$ cat src/rtl/pipe_ctrl_pkg.sv
// ---------------------------------------------------------------------------
// pipe_ctrl_pkg
// Shared definitions for the 5-stage MIPS pipeline control unit:
//   - width of the per-stage stall vector
//   - stall vector encodings (bit0 pc, bit1 if, bit2 id, bit3 ex, bit4 mem,
//     bit5 wb)
//   - state encoding of the multi-cycle EX sequencer
// ---------------------------------------------------------------------------
package pipe_ctrl_pkg;

  localparam int STALL_W = 6;

  // Hold PC/IF/ID only: EX receives a bubble.
  localparam logic [STALL_W-1:0] StallNone = 6'b000000;
  localparam logic [STALL_W-1:0] StallId   = 6'b000111;
  // Hold PC/IF/ID/EX: MEM receives a bubble while EX keeps working.
  localparam logic [STALL_W-1:0] StallEx   = 6'b001111;

  typedef enum logic [1:0] {
    MC_IDLE = 2'd0,
    MC_RUN  = 2'd1,
    MC_LAST = 2'd2
  } mc_state_e;

endpackage : pipe_ctrl_pkg

$ cat src/rtl/pipe_ctrl_if.sv
// ---------------------------------------------------------------------------
// pipe_ctrl_if
// Bundle of the pipeline-control request/response signals.
//   Requests (into the control unit):
//     stallreq_from_id  load-use hazard in ID (same-cycle)
//     ex_mc_start       EX issues a multi-cycle op this cycle
//     ex_mc_cycles      total EX occupancy N of that op
//     flush_req         flush request from exception/branch logic
//   Responses (from the control unit):
//     stall_o           per-stage hold vector
//     flush_o           one-cycle flush of all pipeline registers
//     mc_busy_o         sequencer is in MC_RUN
//     mc_last_o         final EX cycle of a multi-cycle op
//     perf_stall_cnt_o  stall-cycle performance counter
// Modports: master = pipeline side driving requests, slave = pipe_ctrl.
// ---------------------------------------------------------------------------
interface pipe_ctrl_if #(
  parameter int MC_CNT_W = 6,
  parameter int PERF_W   = 32
);
  import pipe_ctrl_pkg::*;

  logic                  stallreq_from_id;
  logic                  ex_mc_start;
  logic [MC_CNT_W-1:0]   ex_mc_cycles;
  logic                  flush_req;
  logic [STALL_W-1:0]    stall_o;
  logic                  flush_o;
  logic                  mc_busy_o;
  logic                  mc_last_o;
  logic [PERF_W-1:0]     perf_stall_cnt_o;

  modport master (
    output stallreq_from_id, ex_mc_start, ex_mc_cycles, flush_req,
    input  stall_o, flush_o, mc_busy_o, mc_last_o, perf_stall_cnt_o
  );

  modport slave (
    input  stallreq_from_id, ex_mc_start, ex_mc_cycles, flush_req,
    output stall_o, flush_o, mc_busy_o, mc_last_o, perf_stall_cnt_o
  );

endinterface : pipe_ctrl_if

$ cat src/rtl/pipe_ctrl_mc_counter.sv
// ---------------------------------------------------------------------------
// pipe_ctrl_mc_counter
// Loadable down-counter with zero flag used by the multi-cycle EX sequencer.
// Ports:
//   clk, rst     clock / synchronous active-high reset (clears the count)
//   load_i       load load_val_i (takes priority over dec_i)
//   load_val_i   value to load
//   dec_i        decrement by one (stops at zero)
//   zero_o       count is zero
// ---------------------------------------------------------------------------
module pipe_ctrl_mc_counter #(
  parameter int W = 6
) (
  input  logic         clk,
  input  logic         rst,
  input  logic         load_i,
  input  logic [W-1:0] load_val_i,
  input  logic         dec_i,
  output logic         zero_o
);

  logic [W-1:0] cnt_q;
  logic [W-1:0] cnt_d;

  always_comb begin
    cnt_d = cnt_q;
    if (load_i) begin
      cnt_d = load_val_i;
    end else if (dec_i && (cnt_q != '0)) begin
      cnt_d = cnt_q - W'(1);
    end
  end

  always_ff @(posedge clk) begin
    if (rst) begin
      cnt_q <= '0;
    end else begin
      cnt_q <= cnt_d;
    end
  end

  assign zero_o = (cnt_q == '0);

endmodule : pipe_ctrl_mc_counter

$ cat src/rtl/pipe_ctrl.sv
// ---------------------------------------------------------------------------
// pipe_ctrl
// Central pipeline control unit of the 5-stage MIPS core. Merges the ID
// load-use stall, the EX multi-cycle sequencer (div, madd/msub) and flush
// requests into one per-stage stall vector and a flush pulse.
// Priority: flush > EX multi-cycle > ID load-use.
//
// An op of N cycles stalls EX for exactly N cycles (the issue cycle in IDLE
// plus N-1 cycles in MC_RUN); the cycle after that is MC_LAST, where EX
// drives its result and advances.
//
// Ports:
//   clk   system clock
//   rst   synchronous active-high reset; forces all outputs to 0
//   bus   pipe_ctrl_if.slave (requests in, stall/flush/status out)
//
// Build option: define PIPE_CTRL_PERF_EN to enable the saturating
// stall-cycle counter on perf_stall_cnt_o (counts cycles with stall_o[0]=1).
// Without it the output is tied to 0.
// ---------------------------------------------------------------------------
module pipe_ctrl
  import pipe_ctrl_pkg::*;
#(
  parameter int MC_CNT_W = 6,
  parameter int PERF_W   = 32
) (
  input  logic          clk,
  input  logic          rst,
  pipe_ctrl_if.slave    bus
);

  mc_state_e            state_q;
  mc_state_e            state_d;
  logic                 cnt_load;
  logic [MC_CNT_W-1:0]  cnt_load_val;
  logic                 cnt_dec;
  logic                 cnt_zero;
  logic [STALL_W-1:0]   stall_raw;
  logic                 flush_raw;
  logic                 issue;

  pipe_ctrl_mc_counter #(
    .W (MC_CNT_W)
  ) u_mc_counter (
    .clk        (clk),
    .rst        (rst),
    .load_i     (cnt_load),
    .load_val_i (cnt_load_val),
    .dec_i      (cnt_dec),
    .zero_o     (cnt_zero)
  );

  // N=0 is a plain single-cycle op and never engages the sequencer.
  assign issue = (state_q == MC_IDLE) && bus.ex_mc_start && (bus.ex_mc_cycles != '0);

  always_comb begin
    state_d      = state_q;
    cnt_load     = 1'b0;
    cnt_load_val = '0;
    cnt_dec      = 1'b0;
    stall_raw    = StallNone;
    flush_raw    = 1'b0;

    if (bus.flush_req) begin
      // Flush aborts any op in flight; no MC_LAST is produced for it.
      flush_raw = 1'b1;
      state_d   = MC_IDLE;
    end else begin
      case (state_q)
        MC_IDLE: begin
          if (issue) begin
            stall_raw = StallEx;
            if (bus.ex_mc_cycles == MC_CNT_W'(1)) begin
              state_d = MC_LAST;
            end else begin
              // Issue cycle already counts as one stalled cycle, and the
              // zero count is one more MC_RUN cycle, hence N-2.
              state_d      = MC_RUN;
              cnt_load     = 1'b1;
              cnt_load_val = bus.ex_mc_cycles - MC_CNT_W'(2);
            end
          end else if (bus.stallreq_from_id) begin
            stall_raw = StallId;
          end
        end
        MC_RUN: begin
          // The EX hold pattern also covers any ID load-use request.
          stall_raw = StallEx;
          if (cnt_zero) begin
            state_d = MC_LAST;
          end else begin
            cnt_dec = 1'b1;
          end
        end
        MC_LAST: begin
          state_d = MC_IDLE;
          if (bus.stallreq_from_id) begin
            stall_raw = StallId;
          end
        end
        default: begin
          state_d = MC_IDLE;
        end
      endcase
    end
  end

  always_ff @(posedge clk) begin
    if (rst) begin
      state_q <= MC_IDLE;
    end else begin
      state_q <= state_d;
    end
  end

  // Reset masks every output, so a reset mid-op never shows a flush pulse.
  assign bus.stall_o   = rst ? StallNone : stall_raw;
  assign bus.flush_o   = rst ? 1'b0 : flush_raw;
  assign bus.mc_busy_o = !rst && (state_q == MC_RUN);
  assign bus.mc_last_o = !rst && (state_q == MC_LAST);

`ifdef PIPE_CTRL_PERF_EN
  logic [PERF_W-1:0] perf_q;

  always_ff @(posedge clk) begin
    if (rst) begin
      perf_q <= '0;
    end else if (stall_raw[0] && (perf_q != '1)) begin
      perf_q <= perf_q + PERF_W'(1);
    end
  end

  assign bus.perf_stall_cnt_o = rst ? '0 : perf_q;
`else
  assign bus.perf_stall_cnt_o = '0;
`endif

  // Issuing a new multi-cycle op while the sequencer is not idle is a
  // protocol violation by the EX stage.
  a_no_reissue : assert property (
    @(posedge clk) disable iff (rst)
    (state_q != MC_IDLE) |-> !bus.ex_mc_start
  );

endmodule : pipe_ctrl

$ cat src/flat_wrapper.sv
// flat-port wrapper written by rule: the top's interface ports become plain ports
module pipe_ctrl_flat import pipe_ctrl_pkg::*;
#(
  parameter int MC_CNT_W = 6,
  parameter int PERF_W   = 32
)
  (clk, rst, bus_stallreq_from_id, bus_ex_mc_start, bus_ex_mc_cycles, bus_flush_req, bus_stall_o, bus_flush_o, bus_mc_busy_o, bus_mc_last_o, bus_perf_stall_cnt_o);
  pipe_ctrl_if #(.MC_CNT_W(MC_CNT_W), .PERF_W(PERF_W)) bus_i ();
  input  logic clk;
  input  logic rst;
  input wire logic [$bits(bus_i.stallreq_from_id)-1:0] bus_stallreq_from_id;
  input wire logic [$bits(bus_i.ex_mc_start)-1:0] bus_ex_mc_start;
  input wire logic [$bits(bus_i.ex_mc_cycles)-1:0] bus_ex_mc_cycles;
  input wire logic [$bits(bus_i.flush_req)-1:0] bus_flush_req;
  output wire logic [$bits(bus_i.stall_o)-1:0] bus_stall_o;
  output wire logic [$bits(bus_i.flush_o)-1:0] bus_flush_o;
  output wire logic [$bits(bus_i.mc_busy_o)-1:0] bus_mc_busy_o;
  output wire logic [$bits(bus_i.mc_last_o)-1:0] bus_mc_last_o;
  output wire logic [$bits(bus_i.perf_stall_cnt_o)-1:0] bus_perf_stall_cnt_o;
  assign bus_i.stallreq_from_id = bus_stallreq_from_id;
  assign bus_i.ex_mc_start = bus_ex_mc_start;
  assign bus_i.ex_mc_cycles = bus_ex_mc_cycles;
  assign bus_i.flush_req = bus_flush_req;
  assign bus_stall_o = bus_i.stall_o;
  assign bus_flush_o = bus_i.flush_o;
  assign bus_mc_busy_o = bus_i.mc_busy_o;
  assign bus_mc_last_o = bus_i.mc_last_o;
  assign bus_perf_stall_cnt_o = bus_i.perf_stall_cnt_o;
  pipe_ctrl #(.MC_CNT_W(MC_CNT_W), .PERF_W(PERF_W)) u_core (.clk(clk), .rst(rst), .bus(bus_i));
endmodule
$ cat config.mk
export PLATFORM = sky130hd
export DESIGN_NAME = pipe_ctrl_flat
export DESIGN_NICKNAME = d
export VERILOG_FILES = /design/src/rtl/pipe_ctrl_pkg.sv /design/src/rtl/pipe_ctrl_if.sv /design/src/rtl/pipe_ctrl_mc_counter.sv /design/src/rtl/pipe_ctrl.sv /design/src/flat_wrapper.sv
export SDC_FILE = /design/constraint.sdc
export NUM_CORES = 1
export LEC_CHECK = 0
export ABC_CLOCK_PERIOD_IN_PS = 3100
export BUFFER_PORTS_ARGS = -buffer_cell sky130_fd_sc_hd__buf_2
export CORE_MARGIN = 2
export CORE_UTILIZATION = 39
export CTS_CLUSTER_DIAMETER = 100
export DETAILED_ROUTE_END_ITERATION = 8
export GPL_ROUTABILITY_DRIVEN = 1
export PLACE_DENSITY = 0.75
export SLEW_MARGIN = 10
export SYNTH_ARGS = -nofsm -noshare
export SYNTH_HDL_FRONTEND = slang
export SYNTH_SLANG_ARGS = --single-unit
$ cat constraint.sdc
create_clock -name clk -period 3.1 [get_ports clk]
set_input_delay 0.93 -clock clk [delete_from_list [all_inputs] [get_ports clk]]
set_output_delay 0.93 -clock clk [all_outputs]
set_load 0.05 [all_outputs]
==> summary.md <==
| Metric | Value |
|---|---|
| Outcome | complete, but fails checks |
| Failing checks | setup timing |
| R2r startpoint | u_core.u_mc_counter.cnt_q[2] |
| Slowest stage delay, CP | 0.54 ns |
| Die X | about 52 um |
| Crit. Startpoint | bus_ex_mc_cycles[2] |
| Post-route antenna net violation count | 0 |
| Max_cap viols | 0 |
| Final setup fails | 3 |
| Fin area | 1000 um^2 |
| Drt pass-1 iters | 2 |
| Fin. max-slew vios | 0 |
| FF+latch count, synth | 8 |
| Die height | 52.3 um |
| Worst-path cell chain | buf_8 > or4_4 > nor2_4 > a21oi_4 > or2_4 > buf_6 |
| Filler Cells Inserted | 230 |
| Min-Delay Path Class | register to register |
| Core area | 2210 um^2 |
| Share of flip-flops with an asynchronous set or reset | 0 |
| Crit path buf inv count | 2 |
| Largest net degree at the start of global routing | 11 |
| Hpwl dp | between 1000 and 1500 um |
| Vias | a little over 700 |
| I/O pin count | 52 |
| Pwr dens | approximately 400 nW/um^2 |
| Clock buffer depth | 2 |
| Post-Syn Area | just over 900 um^2 |
| Initial drt markers | 9 |
| PortBufs | 17 |
| Final Hold Fails | 0 |
| Final Critical Period | ~3.1 ns |
| Routed length per instance | roughly 10 um |
| Seq/Total Area, Yosys | 0.176 |
| Initial Util | 0.411 |
| PnR Total Power | roughly 400 uW |
| Static Leak | between 0.0004 and 0.0005 uW |
| Synth unique cells | between 40 and 50 |
| Multi-input gate area | between 500 and 600 um^2 |
| GPL Wtd Cong | 0.812 |
| Top_reg_cell synth | dfxtp_1 |
| Syn Inst Count | between 100 and 150 |
| Yosys warnings | 0 |
| Tot GR Track Use | 0.125 |
| Clk_lat worst skew | about 0.26 ns |
| Cell family with most CP delay | simple AND/OR/NAND/NOR gates |
| TritonCTS clock tree | yes |
| Final worst-path cycle share | 1.01 |
| First-pass GRT wire length | 2490 um |
| Top cells by area, synth | buf_4 30%, dfxtp_1 18%, ha_1 4.1% |
| Worst-path clk slew | ~0.060 ns |
| Post-synth EDFFs | 0 |
| CTS Sinks | 8 |
| Final Net Count | about 150 |
| Vias in the first global route | around 610 |
| Routed wire length | between 1500 and 2000 um |
| Worst EP required | roughly 2.2 ns |
| Via density | around 4.5 |
| Root Driver | clkbuf_4 |
| Die area | 2730 um^2 |
| Critical path type | input port to output port |
| CP startpoint kind | input port |
| Seq. cell area | around 160 um^2 |
| Area leader, netlist | buf_4 |
| # rows | 17 |
| Avg Cell Area, Syn | slightly above 8 um^2 |
| Syn-to-layout area delta | 10.1% |
| Share of layout cells above drive strength 1 | 0.321 |
| FMAX | 321 MHz |
| Clk_skew | just over 0.005 ns |
| Critical path arrival | about 2.2 ns |
| Worst VDD drop | about 0.18 mV |
| Post-CTS Hold Fix Bufs | 0 |
| Setup ws final | -0.0161 ns |
| Antenna violations before repair | 0 |
| Post-DP Area | roughly 930 um^2 |
| Gr ovfl total | 0 |
| DR DRC count | 0 |
| Crit end category | output port |
| RSZ-0062 raised after global routing | yes |
| Hold Startpoint | u_core.u_mc_counter.cnt_q[3] |
| H-tree depth | 1 |
| Worst Path Max Fanout | 3 |
| CTS Buf Count | 3 |
| Critical-path top delay cell | or4_4 |
| # diodes | 0 |
| Top-area cell type share of the netlist area | 0.298 |
-- cells by family (layout without fill, tap and decap cells) --
logic type                 after synthesis  in the layout  share of synthesized area
buffers and inverters                   45             33                      0.336
and+or+nand+nor                         30             30                      0.222
AOI/OAI and AO/OA                       19             19                      0.178
DFF                                      8              8                      0.176
adders and majority gates                3              3                     0.0413
xor gates and xnor gates                 2              2                     0.0193
muxes                                    2              2                     0.0234
other                                    1             34                    0.00413
-- stage by stage --
stage          instances  worst slack (ns)  hold WS, ns   util  setup TNS, ns
3_5_place_dp         154           -0.0808        0.512  0.420         -0.242
3_3_place_gp         154           -0.0718        0.504  0.420         -0.214
6_report             159           -0.0161        0.525  0.452        -0.0457
2_1_floorplan        143            -0.114        0.486      -         -0.229
5_1_grt              159           -0.0562        0.560  0.452         -0.165
4_1_cts              158           -0.0163        0.520  0.449        -0.0456
-- worst min-delay path: cells and delay by family, from the launching register on --
| kind | cells | cell delay, ns |
|---|---|---|
| flip-flops | 1 | 0.34 |
| AO/OA/AOI/OAI | 1 | 0.07 |
| AND/OR/NAND/NOR | 1 | 0.07 |
-- routing by layer --
layer	wire length [um]	GRT usage	part of all wire	up-vias
li1	-	-	-	351
met1	637	0.132	0.40	333
met2	825	0.219	0.51	28
met3	115	0.0371	0.072	3
met4	28	0.0684	0.017	0
met5	0	0	0	-
-- path summary, 6_finish.rpt --
| path | cells past startpoint | slack [ns] | to |
|---|---|---|---|
| setup / recovery | 6 | -0.02 | bus_stall_o[0] |
| hold / removal | 2 | 0.53 | u_core.u_mc_counter.cnt_q[3] |
| setup reg to reg | 4 | 1.45 | u_core.u_mc_counter.cnt_q[1] |
| hold reg to reg | 2 | 0.53 | u_core.u_mc_counter.cnt_q[3] |
-- cell type report --
class	count	area share
Timing Repair Buffer	23	0.163
Sequential cell	8	0.160
Clock buffer	3	0.0225
Tap cell	28	0.0350
Inverter	7	0.0263
Multi-Input combinational cell	90	0.593
-- cell usage in the layout, fill, tap and decap left out, types with 2 or more instances in the layout --
master	Yosys	layout
nand2_1	3	3
nor2_1	8	7
o21ai_0	2	2
dfxtp_1	8	8
ha_1	3	3
nor3b_2	1	2
buf_4	36	6
clkbuf_4	0	3
conb_1	1	34
buf_8	0	2
a21oi_1	3	2
buf_2	1	13
inv_1	6	6
nand2b_1	2	2
or3_1	2	2
nor3_1	2	2
o31ai_1	3	3
buf_6	0	2
-- power by group --
group | internal (uW) | switching (uW) | leakage, uW
combinational | 46.2 | 153 | 0.000392
sequential | 110 | 8.06 | 0.0000656
clock | 44.4 | 37.6 | 0.0000138
-- Yosys cell counts, types with 2 or more instances --
cell type,number
o31ai_1,3
o21ai_0,2
buf_4,36
nor3_1,2
nand2_1,3
inv_1,6
a21oi_1,3
nand2b_1,2
dfxtp_1,8
nor2_1,8
or3_1,2
nor3b_1,2
ha_1,3
-- repair_timing --
action | CTS | global route
buffers inserted | 1 | 1
cloned | 0 | 0
resized for setup | 10 | 0
endpoints found under the setup margin | 3 | 3
hold endpoints to repair | 0 | 0
pin swaps | 0 | 0
-- flip-flops by register name (all words and copies together), names as in the netlist --
name	cells
u_core.u_mc_counter.cnt_q	6
u_core.state_q	2
(Power assumes the default switching activity.)
